## config.mk

```make
export PLATFORM = sky130hd
export DESIGN_NAME = uart_tx_buffered
export DESIGN_NICKNAME = d
export VERILOG_FILES = /design/src/rtl/uart_pkg.sv /design/src/rtl/sync_fifo.sv /design/src/rtl/uart_tx_buffered.sv
export SDC_FILE = /design/constraint.sdc
export NUM_CORES = 1
export LEC_CHECK = 0
export ABC_AREA = 1
export ABC_CLOCK_PERIOD_IN_PS = 3000
export CAP_MARGIN = 20
export CORE_MARGIN = 8
export CORE_UTILIZATION = 59
export DETAILED_ROUTE_END_ITERATION = 10
export MAX_ROUTING_LAYER = met4
export PLACE_DENSITY = 0.83
export SETUP_SLACK_MARGIN = 0.4
export SLEW_MARGIN = 10
export SYNTH_ARGS = -nofsm -noshare
export SYNTH_HDL_FRONTEND = slang
export SYNTH_SLANG_ARGS = --single-unit
```

## constraint.sdc

```tcl
create_clock -name clk_i -period 3 [get_ports clk_i]
set_clock_uncertainty 0.15 [all_clocks]
set_input_delay 0.3 -clock clk_i [delete_from_list [all_inputs] [get_ports clk_i]]
set_output_delay 0.3 -clock clk_i [all_outputs]
set_load 0.05 [all_outputs]
```

## src/rtl/uart_pkg.sv

```systemverilog
// Shared types and helpers for the UART transmit/receive datapaths.
package uart_pkg;

    typedef enum logic [1:0] {
        NONE  = 2'b00,
        ODD   = 2'b01,
        EVEN  = 2'b10,
        STICK = 2'b11
    } parity_t;

    typedef enum logic [2:0] {
        IDLE,
        START,
        DATA,
        PARITY,
        STOP,
        BREAK
    } tx_state_t;

    // Per-frame settings, frozen when a character is popped.
    typedef struct packed {
        logic [3:0] dbits;
        parity_t    par;
        logic       stop2;
    } tx_cfg_t;

    localparam int MIN_DBITS = 5;

    function automatic logic [3:0] clamp_dbits(input logic [3:0] req, input logic [3:0] max_dbits);
        if (req < 4'(MIN_DBITS)) begin
            return 4'(MIN_DBITS);
        end else if (req > max_dbits) begin
            return max_dbits;
        end
        return req;
    endfunction

endpackage

```

## src/rtl/sync_fifo.sv

```systemverilog
// Generic single-clock FIFO with occupancy count.
// Latency: push visible on level/empty next cycle; read data is the head, combinational.
// Backpressure: push while full and pop while empty are ignored.
module sync_fifo #(
    parameter int WIDTH = 8,
    parameter int DEPTH = 4
) (
    input  logic                   clk_i,
    input  logic                   rst_i,
    input  logic                   push,
    input  logic [WIDTH-1:0]       wr_dat,
    input  logic                   pop,
    output logic [WIDTH-1:0]       rd_dat,
    output logic                   full,
    output logic                   empty,
    output logic [$clog2(DEPTH):0] level
);

    localparam int AW = $clog2(DEPTH);

    logic [WIDTH-1:0] mem [DEPTH];
    logic [AW-1:0]    wr_ptr;
    logic [AW-1:0]    rd_ptr;
    logic [AW:0]      count;
    logic             do_push;
    logic             do_pop;

    assign do_push = push & ~full;
    assign do_pop  = pop & ~empty;
    assign full    = (count == (AW+1)'(DEPTH));
    assign empty   = (count == '0);
    assign level   = count;
    assign rd_dat  = mem[rd_ptr];

    always_ff @(posedge clk_i) begin
        if (do_push) begin
            mem[wr_ptr] <= wr_dat;
        end
    end

    // Pointers wrap naturally since DEPTH is a power of two.
    always_ff @(posedge clk_i) begin
        if (rst_i) begin
            wr_ptr <= '0;
            rd_ptr <= '0;
            count  <= '0;
        end else begin
            if (do_push) begin
                wr_ptr <= wr_ptr + AW'(1);
            end
            if (do_pop) begin
                rd_ptr <= rd_ptr + AW'(1);
            end
            case ({do_push, do_pop})
                2'b10:   count <= count + (AW+1)'(1);
                2'b01:   count <= count - (AW+1)'(1);
                default: count <= count;
            endcase
        end
    end

endmodule

```

## src/rtl/uart_tx_buffered.sv

```systemverilog
// Buffered UART transmitter: FIFO-fed serialiser with parity, 1/2 stop bits and break.
// Latency: write to line falling edge is 2 cycles when idle; frames run back-to-back.
// Backpressure: wr_ready_o is low while the FIFO is full; writes then are dropped.
module uart_tx_buffered
    import uart_pkg::*;
#(
    parameter int DATA_W     = 8,
    parameter int FIFO_DEPTH = 4,
    parameter int CLK_DIV_W  = 16
) (
    input  logic                          clk_i,
    input  logic                          rst_i,
    input  logic [CLK_DIV_W-1:0]          cr_clk_div_i,
    input  logic [3:0]                    cr_dbits_i,
    input  logic [1:0]                    cr_p_i,
    input  logic                          cr_pstick_i,
    input  logic                          cr_s_i,
    input  logic                          cr_brk_i,
    input  logic                          wr_valid_i,
    input  logic [DATA_W-1:0]             wr_data_i,
    output logic                          wr_ready_o,
    output logic [$clog2(FIFO_DEPTH):0]   level_o,
    output logic                          busy_o,
    output logic                          done_o,
    output logic                          uart_tx_o
);

    localparam int LVL_W = $clog2(FIFO_DEPTH) + 1;

    tx_state_t            state_q, state_d;
    tx_cfg_t              cfg_q, cfg_d;
    logic [CLK_DIV_W-1:0] div_q, div_d;
    logic [CLK_DIV_W-1:0] baud_q, baud_d;
    logic [3:0]           bit_q, bit_d;
    logic [DATA_W-1:0]    shreg_q, shreg_d;
    logic                 par_bit_q, par_bit_d;
    logic                 tx_q, tx_d;
    logic                 done_q, done_d;

    logic                 fifo_full;
    logic                 fifo_empty;
    logic                 fifo_pop;
    logic [DATA_W-1:0]    fifo_dat;
    logic [LVL_W-1:0]     fifo_level;

    logic [3:0]           dbits_eff;
    logic [DATA_W-1:0]    data_mask;
    logic [DATA_W-1:0]    data_eff;
    logic [CLK_DIV_W-1:0] div_eff;
    logic                 par_req;
    logic                 bit_end;
    logic                 start_frame;

    sync_fifo #(
        .WIDTH (DATA_W),
        .DEPTH (FIFO_DEPTH)
    ) u_fifo (
        .clk_i  (clk_i),
        .rst_i  (rst_i),
        .push   (wr_valid_i),
        .wr_dat (wr_data_i),
        .pop    (fifo_pop),
        .rd_dat (fifo_dat),
        .full   (fifo_full),
        .empty  (fifo_empty),
        .level  (fifo_level)
    );

    // Control fields as they would apply to a frame launched this cycle.
    assign dbits_eff = clamp_dbits(cr_dbits_i, 4'(DATA_W));
    assign data_mask = (DATA_W'(1) << dbits_eff) - DATA_W'(1);
    assign data_eff  = fifo_dat & data_mask;
    assign div_eff   = (cr_clk_div_i == '0) ? CLK_DIV_W'(1) : cr_clk_div_i;
    assign fifo_pop  = start_frame;

    always_comb begin
        par_req = 1'b0;
        case (parity_t'(cr_p_i))
            ODD:     par_req = ~^data_eff;
            EVEN:    par_req = ^data_eff;
            STICK:   par_req = cr_pstick_i;
            default: par_req = 1'b0;
        endcase
    end

    always_comb begin
        state_d     = state_q;
        cfg_d       = cfg_q;
        div_d       = div_q;
        baud_d      = baud_q;
        bit_d       = bit_q;
        shreg_d     = shreg_q;
        par_bit_d   = par_bit_q;
        done_d      = 1'b0;
        start_frame = 1'b0;
        tx_d        = 1'b1;
        bit_end     = (baud_q == '0);

        case (state_q)
            IDLE: begin
                if (cr_brk_i) begin
                    state_d = BREAK;
                end else if (!fifo_empty) begin
                    start_frame = 1'b1;
                end
            end
            BREAK: begin
                if (!cr_brk_i) begin
                    state_d = IDLE;
                end
            end
            default: begin
                baud_d = bit_end ? (div_q - CLK_DIV_W'(1)) : (baud_q - CLK_DIV_W'(1));
                case (state_q)
                    START: begin
                        if (bit_end) begin
                            state_d = DATA;
                            bit_d   = cfg_q.dbits - 4'd1;
                        end
                    end
                    DATA: begin
                        if (bit_end) begin
                            shreg_d = shreg_q >> 1;
                            if (bit_q == '0) begin
                                state_d = (cfg_q.par == NONE) ? STOP : PARITY;
                                bit_d   = {3'b000, cfg_q.stop2};
                            end else begin
                                bit_d = bit_q - 4'd1;
                            end
                        end
                    end
                    PARITY: begin
                        if (bit_end) begin
                            state_d = STOP;
                            bit_d   = {3'b000, cfg_q.stop2};
                        end
                    end
                    STOP: begin
                        if (bit_end) begin
                            if (bit_q == '0) begin
                                done_d = 1'b1;
                                if (!fifo_empty && !cr_brk_i) begin
                                    start_frame = 1'b1;
                                end else begin
                                    state_d = IDLE;
                                end
                            end else begin
                                bit_d = bit_q - 4'd1;
                            end
                        end
                    end
                    default: ;
                endcase
            end
        endcase

        if (start_frame) begin
            state_d     = START;
            cfg_d.dbits = dbits_eff;
            cfg_d.par   = parity_t'(cr_p_i);
            cfg_d.stop2 = cr_s_i;
            div_d       = div_eff;
            baud_d      = div_eff - CLK_DIV_W'(1);
            shreg_d     = data_eff;
            par_bit_d   = par_req;
        end

        // The line register follows the state being entered, so the pin changes on the same edge.
        case (state_d)
            START, BREAK: tx_d = 1'b0;
            DATA:         tx_d = shreg_d[0];
            PARITY:       tx_d = par_bit_d;
            default:      tx_d = 1'b1;
        endcase
    end

    always_ff @(posedge clk_i) begin
        if (rst_i) begin
            state_q   <= IDLE;
            cfg_q     <= '0;
            div_q     <= CLK_DIV_W'(1);
            baud_q    <= '0;
            bit_q     <= '0;
            shreg_q   <= '0;
            par_bit_q <= 1'b0;
            tx_q      <= 1'b1;
            done_q    <= 1'b0;
        end else begin
            state_q   <= state_d;
            cfg_q     <= cfg_d;
            div_q     <= div_d;
            baud_q    <= baud_d;
            bit_q     <= bit_d;
            shreg_q   <= shreg_d;
            par_bit_q <= par_bit_d;
            tx_q      <= tx_d;
            done_q    <= done_d;
        end
    end

    assign wr_ready_o = ~fifo_full;
    assign level_o    = fifo_level;
    assign busy_o     = (state_q != IDLE);
    assign done_o     = done_q;
    assign uart_tx_o  = tx_q;

endmodule

```

### Yosys cells after proc, flatten, opt, wreduce, memory -nomap -nowiden

Memory sizes are Yosys's and may differ from the RTL's. A register that Yosys moved wholly into a read port is not among the register bits.
Index checks and enable logic that the tools add are counted.

* $add $sub $neg: 10
* magnitude comparators: 2
* equal/unequal tests: 21
* shift-type cells: 1
* multiplexer cells: 49
* bitwise gates (word level): 8
* reductions and logical operators: 21

Operator list (number)
* 16-bit two-way mux: 4
* 16-bit by 1-bit subtractor with 16-bit output, second input constant: 3
* 4-bit two-way mux: 9
* 3-bit two-way mux: 11
* 16-bit zero test: 2
* 8-bit two-way mux: 4
* 4-bit case mux with 4 select lines: 1
* 3-bit by 2-bit == test with 1-bit output, second input constant: 4
* 3-bit == test, second input constant: 4
* 1-bit two-way mux: 12
* 3-bit case mux with 2 select lines: 2
* 3-bit case mux with 4 select lines: 1
* 2-bit inequality test, second input constant: 5
* 8-bit bitwise AND: 1
* 8-bit XNOR reduction: 1
* 8-bit parity: 1
* 1-bit by 4-bit << shifter with 8-bit output, first input constant: 1
* 4-bit by 1-bit subtractor with 4-bit output, second input constant: 2
* 8-bit by 2-bit subtractor with 8-bit output, second input constant: 1
* 7-bit AND reduction: 1
* 2-bit == test, second input constant: 3
* 3-bit by 1-bit == test with 1-bit output, second input constant: 2
* 3-bit zero test: 2
* 1-bit case mux with 3 select lines: 2
* other kinds (21): 33

* register bits after elaboration: 64
* bits in writable memories: 32
* output and inout bits: 7
* memories kept: 1

Memory list
* u_fifo.mem: depth 4, bits a word 8, read ports 1, clocked after Yosys merged registers in 1, wr ports 1, RTL line sync_fifo.sv:21 `logic [WIDTH-1:0] mem [DEPTH];`

### Logic depth before layout (Yosys ltp)

Gate-level depths: netlist of the first run.

* word-level depth: 12
* depth in mapped cells: 20
* depth with buffers taken out: 20

### Modules after synthesis

Synthesis of the first run repeated with hierarchy kept, for this count alone.

* cell total of the unflattened synthesis: 697
* area total of the unflattened synthesis: 5265.0 µm²

Modules (own cells, without submodules)
* uart_tx_buffered: times used 1, cells each 551, area each 3573.4 µm², seq. area each 1141.1 µm²
* sync_fifo: times used 1, cells each 146, area each 1691.6 µm², seq. area each 1141.1 µm²

### Worst setup path before layout of the first run

Ideal clock, no wire load.

* path type: register -> register
* from: reg u_fifo.count[0] (netlist: u_fifo.level[0])
* to: reg u_fifo.count[2] (netlist: u_fifo.level[2])
* library setup time: 122 ps
* arrival time: 2626 ps
* slack: 102 ps
* stages on the path, launching flop included: 16
* buffers on the path: 2
* clock period less this slack: 2898 ps
* cells stage by stage: dfxtp_1 -> nor2_1 -> nand2_1 -> nand2_1 -> inv_1 -> nand2_4 -> inv_1 -> buf_2 -> buf_2 -> ha_1 -> inv_1 -> fa_1 -> a21oi_1 -> o21ai_0 -> o21ai_0 -> a21oi_1

* word-level cells in the longest chain between the ends: 11

RTL lines
* start: declaration: RTL line sync_fifo.sv:24 `logic [AW:0] count;`
* start signal: assignment: RTL line sync_fifo.sv:55 `2'b10: count <= count + (AW+1)'(1);`
* start signal: assignment: RTL line sync_fifo.sv:56 `2'b01: count <= count - (AW+1)'(1);`
* start signal: assignment: RTL line sync_fifo.sv:57 `default: count <= count;`
* 3-bit zero test *: RTL line sync_fifo.sv:31 `assign empty = (count == '0);`
* 1-bit zero test: RTL line uart_tx_buffered.sv:142 `if (!fifo_empty && !cr_brk_i) begin`
* 1-bit logical AND: RTL line uart_tx_buffered.sv:142
* 1-bit two-way mux: RTL line uart_tx_buffered.sv:142
* 1-bit two-way mux: RTL line uart_tx_buffered.sv:140 `if (bit_q == '0) begin`
* 1-bit two-way mux: RTL line uart_tx_buffered.sv:139 `if (bit_end) begin`
* 1-bit two-way mux: RTL line uart_tx_buffered.sv:114 `case (state_q)`
* 1-bit case mux with 2 select lines: RTL line uart_tx_buffered.sv:99 `case (state_q)`
* 1-bit bitwise AND *: RTL line sync_fifo.sv:29 `assign do_pop = pop & ~empty;`
* via u_fifo.do_pop: RTL line sync_fifo.sv:26 `logic do_pop;`
* 2-bit by 1-bit == test with 1-bit output or 2-bit == test (tied branches): RTL line sync_fifo.sv:54 `case ({do_push, do_pop})`
* 3-bit case mux with 2 select lines or 2-bit nonzero test (tied branches)

The timed path passes the listed nets; every way through them passes the cells marked *.
A chain may end at the register's enable or synchronous reset.

### Worst setup path after layout of the first run

* from: reg baud_q[6]
* to: reg u_fifo.count[2] (netlist: u_fifo.level[2])

* word-level cells in the longest chain between the ends: 7

RTL lines
* start: declaration: RTL line uart_tx_buffered.sv:33 `logic [CLK_DIV_W-1:0] baud_q, baud_d;`
* start signal: assignment: RTL line uart_tx_buffered.sv:192 `baud_q <= baud_d;`
* 16-bit zero test *: RTL line uart_tx_buffered.sv:97 `bit_end = (baud_q == '0);`
* 1-bit two-way mux *: RTL line uart_tx_buffered.sv:139
* 1-bit two-way mux *: RTL line uart_tx_buffered.sv:114
* 1-bit case mux with 2 select lines *: RTL line uart_tx_buffered.sv:99
* 1-bit bitwise AND *: RTL line sync_fifo.sv:29
* 2-bit by 1-bit == test with 1-bit output or 2-bit == test (tied branches): RTL line sync_fifo.sv:54
* 3-bit case mux with 2 select lines or 2-bit nonzero test (tied branches)

Mark *: on every way between the ends. The rest lies on a longest branch, timed or not.

==> results_dict.tcl, run 1 <==
set metrics [dict create \
    status "completed" \
    dp_hpwl_um 8910 \
    htreeDepth 3 \
    max_stage_delay_ps 370 \
    cts.sinks 98 \
    grt_overflow_total 0 \
    clock_path_buffers 2 \
    synthesis.area_sq_um 5360 \
    synth_xor_area_share_pct 0.817 \
    die_h_um 111 \
    grt_max_degree 33 \
    cts_tree "built" \
    cts_buffers 9 \
    cts.root.buffer_cell "clkbuf_8" \
    seq_area_sq_um 2290 \
    vias 4895 \
    synth_compound_area_share_pct 11.6 \
    path_class "flop to flop" \
    wl_met1_um 5600 \
    maxUsedRoutingLayer "met4" \
    multi_input_area_sq_um 2680 \
    fillers 675 \
    start_kind "flop" \
    drive_gt1_share_pct 13.7 \
    crit_fanout 6 \
    setup_viol 0 \
    drtIter0Drc 350 \
    routedWlPerCell_um 13.9 \
    ant_nets 0 \
    netlist_instances 741 \
    synth_cell_types 39 \
    p_per_area_nw_per_um2 1020 \
    cts.clk_slew.worst_paths_ps 100 \
    rsz0062_at_grt "true" \
    hp-class "flop to flop" \
    portBuffers 42 \
    period_minus_slack_ps 2530 \
    ys_ff_latch 98 \
    grt_pass1_vias 4498 \
    cp_cell_sequence "nor2_1 -> nand2_2 -> nor2_4 -> nand3_2 -> nand2_4 -> nand2_4 -> inv_4 -> ha_4 -> inv_4 -> fa_2 -> a21oi_2 -> o21ai_2 -> o21ai_1 -> a21oi_1" \
    tns_ps 0 \
    vdd_drop_max_uv 756 \
    insertedDiodeCount 0 \
    worstSetupEndpointType "flop" \
    grt_pass1_wl_um 20700 \
    power.leakage_nw 2.79 \
    yosysSeqAreaShare_pct 42.6 \
    whs_ps 309 \
    muxShareOfSynthArea_pct 0.210 \
    core_sq_um 8760 \
    dr_wl_met3_um 760 \
    antenna_found_initial 0 \
    hold_violations 0 \
    cp.required_ps 3100 \
    cp.arrival_ps 2640 \
    fp.dieW_um 111 \
    viasPerCell 5.42 \
    slew-limit-headroom_pct 40.3 \
    maxSlewViolCount 0 \
    tightest_slew_ps 894 \
    drt-total-wl_um 12500 \
    area_growth_pct 17.0 \
    boundaryPins 43 \
    synth_area_per_cell_sq_um 7.24 \
    drv_cap 0 \
    drc 0 \
    synth_top_family_by_area "simple AND/OR/NAND/NOR gates" \
    wl_met2_um 5940 \
    rows 34 \
    synth_simple_gate_area_share_pct 33.1 \
    globalplace.congestion 0.950 \
    crit_slowest_cell "fa_2" \
    die-area_sq_um 12400 \
    fmax_mhz 395 \
    initial_core_util_pct 61.2 \
    yosys.area_share.adder_pct 2.71 \
    fin_crit_sh_pct 84.3 \
    grt_use_total_pct 20.4 \
    cts_hold_buffers 0 \
    ys_warn_count 0 \
    fin_nets 837 \
    drt-pass1-iter-count 5 \
    clk_latency_ps 370 \
]
through the flow:
step / utilization, % / instances / total power, W / setup slack (ps) / area (sq um)
after floorplan: - / 742 / 0.00450 / 412 / 5390
after global placement: 67.2 / 880 / 0.00514 / 330 / 5890
after detailed placement: 67.2 / 880 / 0.00522 / 249 / 5890
after CTS: 69.8 / 897 / 0.00618 / 411 / 6120
after global routing: 71.6 / 903 / 0.00689 / 346 / 6270
final: 71.6 / 903 / 0.00638 / 470 / 6270
layer usage:
layer,vias to the layer above,track usage [%]
met5,-,-
met4,0,7.56
li1,2469,-
met2,176,32.7
met3,23,3.38
met1,2227,25.2
synth_stat cells:
library cell    n  area share [%]
nand2_1       205              14
edfxtp_1       32              18
conb_1          1           0.070
nand4_1         3            0.35
nor2_8          2            0.75
nand3_1        61             5.7
dfxtp_1        66              25
buf_2          10            0.93
a21boi_0        1            0.14
a221oi_1        1            0.16
xor2_1          3            0.49
nand2_2        13             1.5
a31oi_1         8            0.93
a21boi_1        1            0.14
o22ai_1         4            0.47
a21oi_1        46             4.3
a311oi_1        2            0.33
buf_6           1            0.21
a211oi_1        3            0.42
nor2_4          7             1.5
nor2_1         75             5.2
o21ai_1         4            0.37
inv_1          94             6.6
buf_1           1           0.070
o211ai_1        2            0.28
buf_4           2            0.28
mux2_2          1            0.21
nand3_2         1            0.19
clkbuf_1        8            0.56
o21ai_0        42             3.9
nor2_2          7            0.82
xnor2_1         2            0.33
nand2_4        11             2.3
ha_1           10             2.3
o21bai_1        1            0.14
nor3_1          4            0.37
fa_1            1            0.37
clkinv_1        2            0.14
inv_2           3            0.21
registers in the layout, indices dropped and copies added (netlist names), named ones only:
signal	cells
state_q	3
cfg_q	7
baud_q	16
div_q	16
bit_q	4
u_fifo.wr_ptr	2
uart_tx_o	1
u_fifo.rd_ptr	2
shreg_q	8
u_fifo.level	3
done_o	1
u_fifo.mem	32
par_bit_q	1
final cells by class:
class / count / area share (%)
multi-input cells: 523 / 42.7
flip-flops and latches: 98 / 36.6
well taps: 108 / 2.15
repair buffers: 59 / 8.97
clock buffers: 9 / 1.97
clock inverters: 7 / 1.46
inverters: 99 / 6.14
path summary, 6_finish.rpt:
path | start | to | slack (ps) | cells after the start
max | baud_q[6] | u_fifo.level[2] | 470 | 14
min reg2reg | u_fifo.level[0] | u_fifo.level[0] | 310 | 1
min | u_fifo.level[0] | u_fifo.level[0] | 310 | 1
max reg2reg | baud_q[6] | u_fifo.level[2] | 470 | 14
where the power goes:
part / leakage [nW] / switching (W) / total [W] / internal, W
clock: 0.108 / 0.000515 / 0.000927 / 0.000412
sequential: 0.837 / 0.000164 / 0.00182 / 0.00166
combinational: 1.84 / 0.00240 / 0.00364 / 0.00124
total: 2.79 / 0.00308 / 0.00638 / 0.00330
cells by family after synthesis:
logic type,after synthesis
AND/OR/NAND/NOR,389
buffers and inverters,121
AO/OA/AOI/OAI,115
flip-flops,98
adder cells (fa/ha/maj),11
XOR/XNOR,5
other,1
multiplexers,1
what timing repair did:
item,CTS,global route
pin swaps,2,14
gates resized for setup,3,36
endpoints found under the setup margin,12,13
buffers inserted,1,6
cell usage in the layout, fill, tap and decap left out, types with 5 or more instances in the layout:
cell             synthesis  final
nor2_2                   7      9
edfxtp_1                32     32
nor2_4                   7      9
nor2_1                  75     71
nand2_4                 11     13
a21oi_1                 46     45
ha_1                    10      7
o21ai_0                 42     40
inv_2                    3      5
nand3_1                 61     61
inv_1                   94     88
nand2_2                 13     15
dfxtp_1                 66     56
dfxtp_2                  0     10
o21ai_1                  4      5
buf_4                    2     14
a31oi_1                  8      8
nand2_1                205    201
clkbuf_8                 0      9
clkdlybuf4s50_1          0     42
worst max-delay path, delay by kind of cell, from the launching register on:
kind	cells	cell delay [ps]
flip-flops	1	350
adder cells (fa/ha/maj)	2	510
AO/OA/AOI/OAI	4	480
buffers and inverters	2	130
AND/OR/NAND/NOR	6	780
Power figures use the tool's default switching activity.
==> run 2, diff against run 1 <==
Settings changed: ABC_CLOCK_PERIOD_IN_PS 3000 to 2340.
Clock period 3 ns to 2.34 ns, I/O delays scaled along.
==> run 2 against run 1 <==
The flow now finishes with violations (setup timing). First-iteration DRC count up 6.3%. Global-route usage up 3.4 points. Worst hold slack better by 8.8 ps. Critical path depth up 4. Sequential share of layout area down 3.4 points. Critical endpoint is now baud_q[14]. Highest routed layer unchanged.
==> results_dict.tcl, run 2 (synthesis results as in run 1) <==
set metrics [dict create \
    rows 34 \
    dp.cells 923 \
    drtIter0Drc 372 \
    max_stage_delay_ps 360 \
    cts.root.buffer_cell "clkbuf_8" \
    reg_top3 "u_fifo.mem (32), baud_q (16), div_q (16)" \
    tightest_slew_ps 513 \
    hold_violations 0 \
    drt-total-wl_um 14900 \
    maxSlewViolCount 0 \
    layout_common_cells "nand2_1, inv_1, nor2_1, dfxtp_1" \
    cp_common_cell "nor2_4" \
    power.leakage_nw 3.10 \
    period_minus_slack_ps 2440 \
    vias 5246 \
    die-area_sq_um 12400 \
    drt-pass1-iter-count 5 \
    final_cells 954 \
    tns_ps -438 \
    die_h_um 111 \
    crit_slowest_cell "dfxtp_2" \
    grt_max_degree 33 \
    hp-class "flop to flop" \
    ant_nets 0 \
    grt_overflow_total 0 \
    clock_path_buffers 2 \
    area_growth_pct 29.4 \
    top_register "u_fifo.mem" \
    setup_viol 10 \
    cp_cell_sequence "nor2_4 -> nand2_2 -> nor2_4 -> nand3_4 -> nand2_4 -> buf_4 -> nand3_2 -> nand2_2 -> inv_2 -> ha_4 -> inv_2 -> nor2_4 -> nand2_2 -> nor2_4 -> nand3_2 -> nand2_1 -> nor2_1 -> nor2_1" \
    vdd_drop_max_uv 798 \
    grt_use_total_pct 23.8 \
    fp.dieW_um 111 \
    worstSetupEndpointType "flop" \
    fin_crit_sh_pct 104 \
    dp_hpwl_um 10000 \
    globalplace.congestion 0.965 \
    largest_reg_flops 32 \
    cts.clk_slew.worst_paths_ps 100 \
    viasPerCell 5.50 \
    final_core_util_pct 79.2 \
    fin_nets 888 \
    cts_tree "built" \
    antenna_found_initial 0 \
    drv_cap 0 \
    portBuffers 42 \
    htreeDepth 3 \
    drive_gt1_share_pct 24.0 \
    insertedDiodeCount 0 \
    cp.required_ps 2460 \
    status "complete, but fails checks" \
    grt_pass1_wl_um 24100 \
    total_power_w 0.00967 \
    fillers 570 \
    layout_commonest_cell "nand2_1" \
    start_kind "flop" \
    whs_ps 318 \
    p_per_area_nw_per_um2 1390 \
    grt_pass1_vias 5130 \
    fmax_mhz 411 \
    rsz0062_at_grt "true" \
    initial_core_util_pct 61.2 \
    cp.arrival_ps 2550 \
    clk_latency_ps 370 \
    path_class "flop to flop" \
    slew-limit-headroom_pct 66.0 \
    cts_buffers 9 \
    drc 0 \
    cts.sinks 98 \
    boundaryPins 43 \
    crit_fanout 7 \
    routedWlPerCell_um 15.7 \
    fin_ws_ps -95.7 \
    violations "setup timing" \
    core_sq_um 8760 \
]
==> run 2: changes by cell type in the layout (fill, tap and decap cells not counted), moves of 7 or more <==
cell,previous run,this run
nand2_1,201,192
o21ai_0,40,29
nor2_1,71,57
buf_6,2,9
o21ai_1,5,13
nor2_2,9,17
nand2_2,15,22
buf_4,14,55
==> run 2: per-layer routing <==
layer | wire length (um) | vias to the layer above | share of wire [%] | track usage (%)
li1 | - | 2571 | - | -
met1 | 6050 | 2424 | 40 | 27.6
met2 | 7460 | 210 | 50 | 39.5
met3 | 1030 | 41 | 6.9 | 5.21
met4 | 405 | 0 | 2.7 | 8.53
met5 | 0 | - | 0 | -
==> run 2: metrics by stage <==
stage / instance area (sq um) / setup slack [ps]
final: 6940 / -95.7
after global routing: 6940 / -216
after detailed placement: 6330 / -183
after global placement: 6330 / -65.0
after floorplan: 5470 / -58.7
after CTS: 6790 / -57.3
==> run 2: critical path, delay by kind of cell (launching register included) <==
kind	cells	cell delay (ps)
flops	1	360
fa+ha+maj	1	170
simple gates	14	1350
buf+inv	3	320
==> run 2: where the power goes <==
group | internal (W) | leakage [nW] | switching (W) | total, W
sequential | 0.00213 | 0.838 | 0.000227 | 0.00236
clock | 0.000513 | 0.0996 | 0.000659 | 0.00117
combinational | 0.00242 | 2.16 | 0.00372 | 0.00615
total | 0.00507 | 3.10 | 0.00461 | 0.00967
==> run 2: worst paths after layout <==
check            start    endpoint  slack [ps]  cells after the start
min           div_q[5]    div_q[5]         320                      2
max reg2reg  baud_q[6]  baud_q[14]        -100                     18
max          baud_q[6]  baud_q[14]        -100                     18
min reg2reg   div_q[5]    div_q[5]         320                      2
==> run 2: layout make-up <==
cell class,instances,area [sq um],area share [%]
inverters,99,389,5.61
multi-input cells,523,2890,41.6
clock inverters,7,85.1,1.23
flip-flops and latches,98,2300,33.1
well taps,108,135,1.95
repair buffers,110,1020,14.7
clock buffers,9,124,1.78
==> run 2: what timing repair did <==
action                     in CTS  in global routing
setup endpoints to repair      52                 52
gates cloned                    2                  1
hold endpoints to repair        0                  0
hold buffers                    0                  0
setup buffers                  10                  2
pin swaps                      27                 23
resized for setup              58                 45
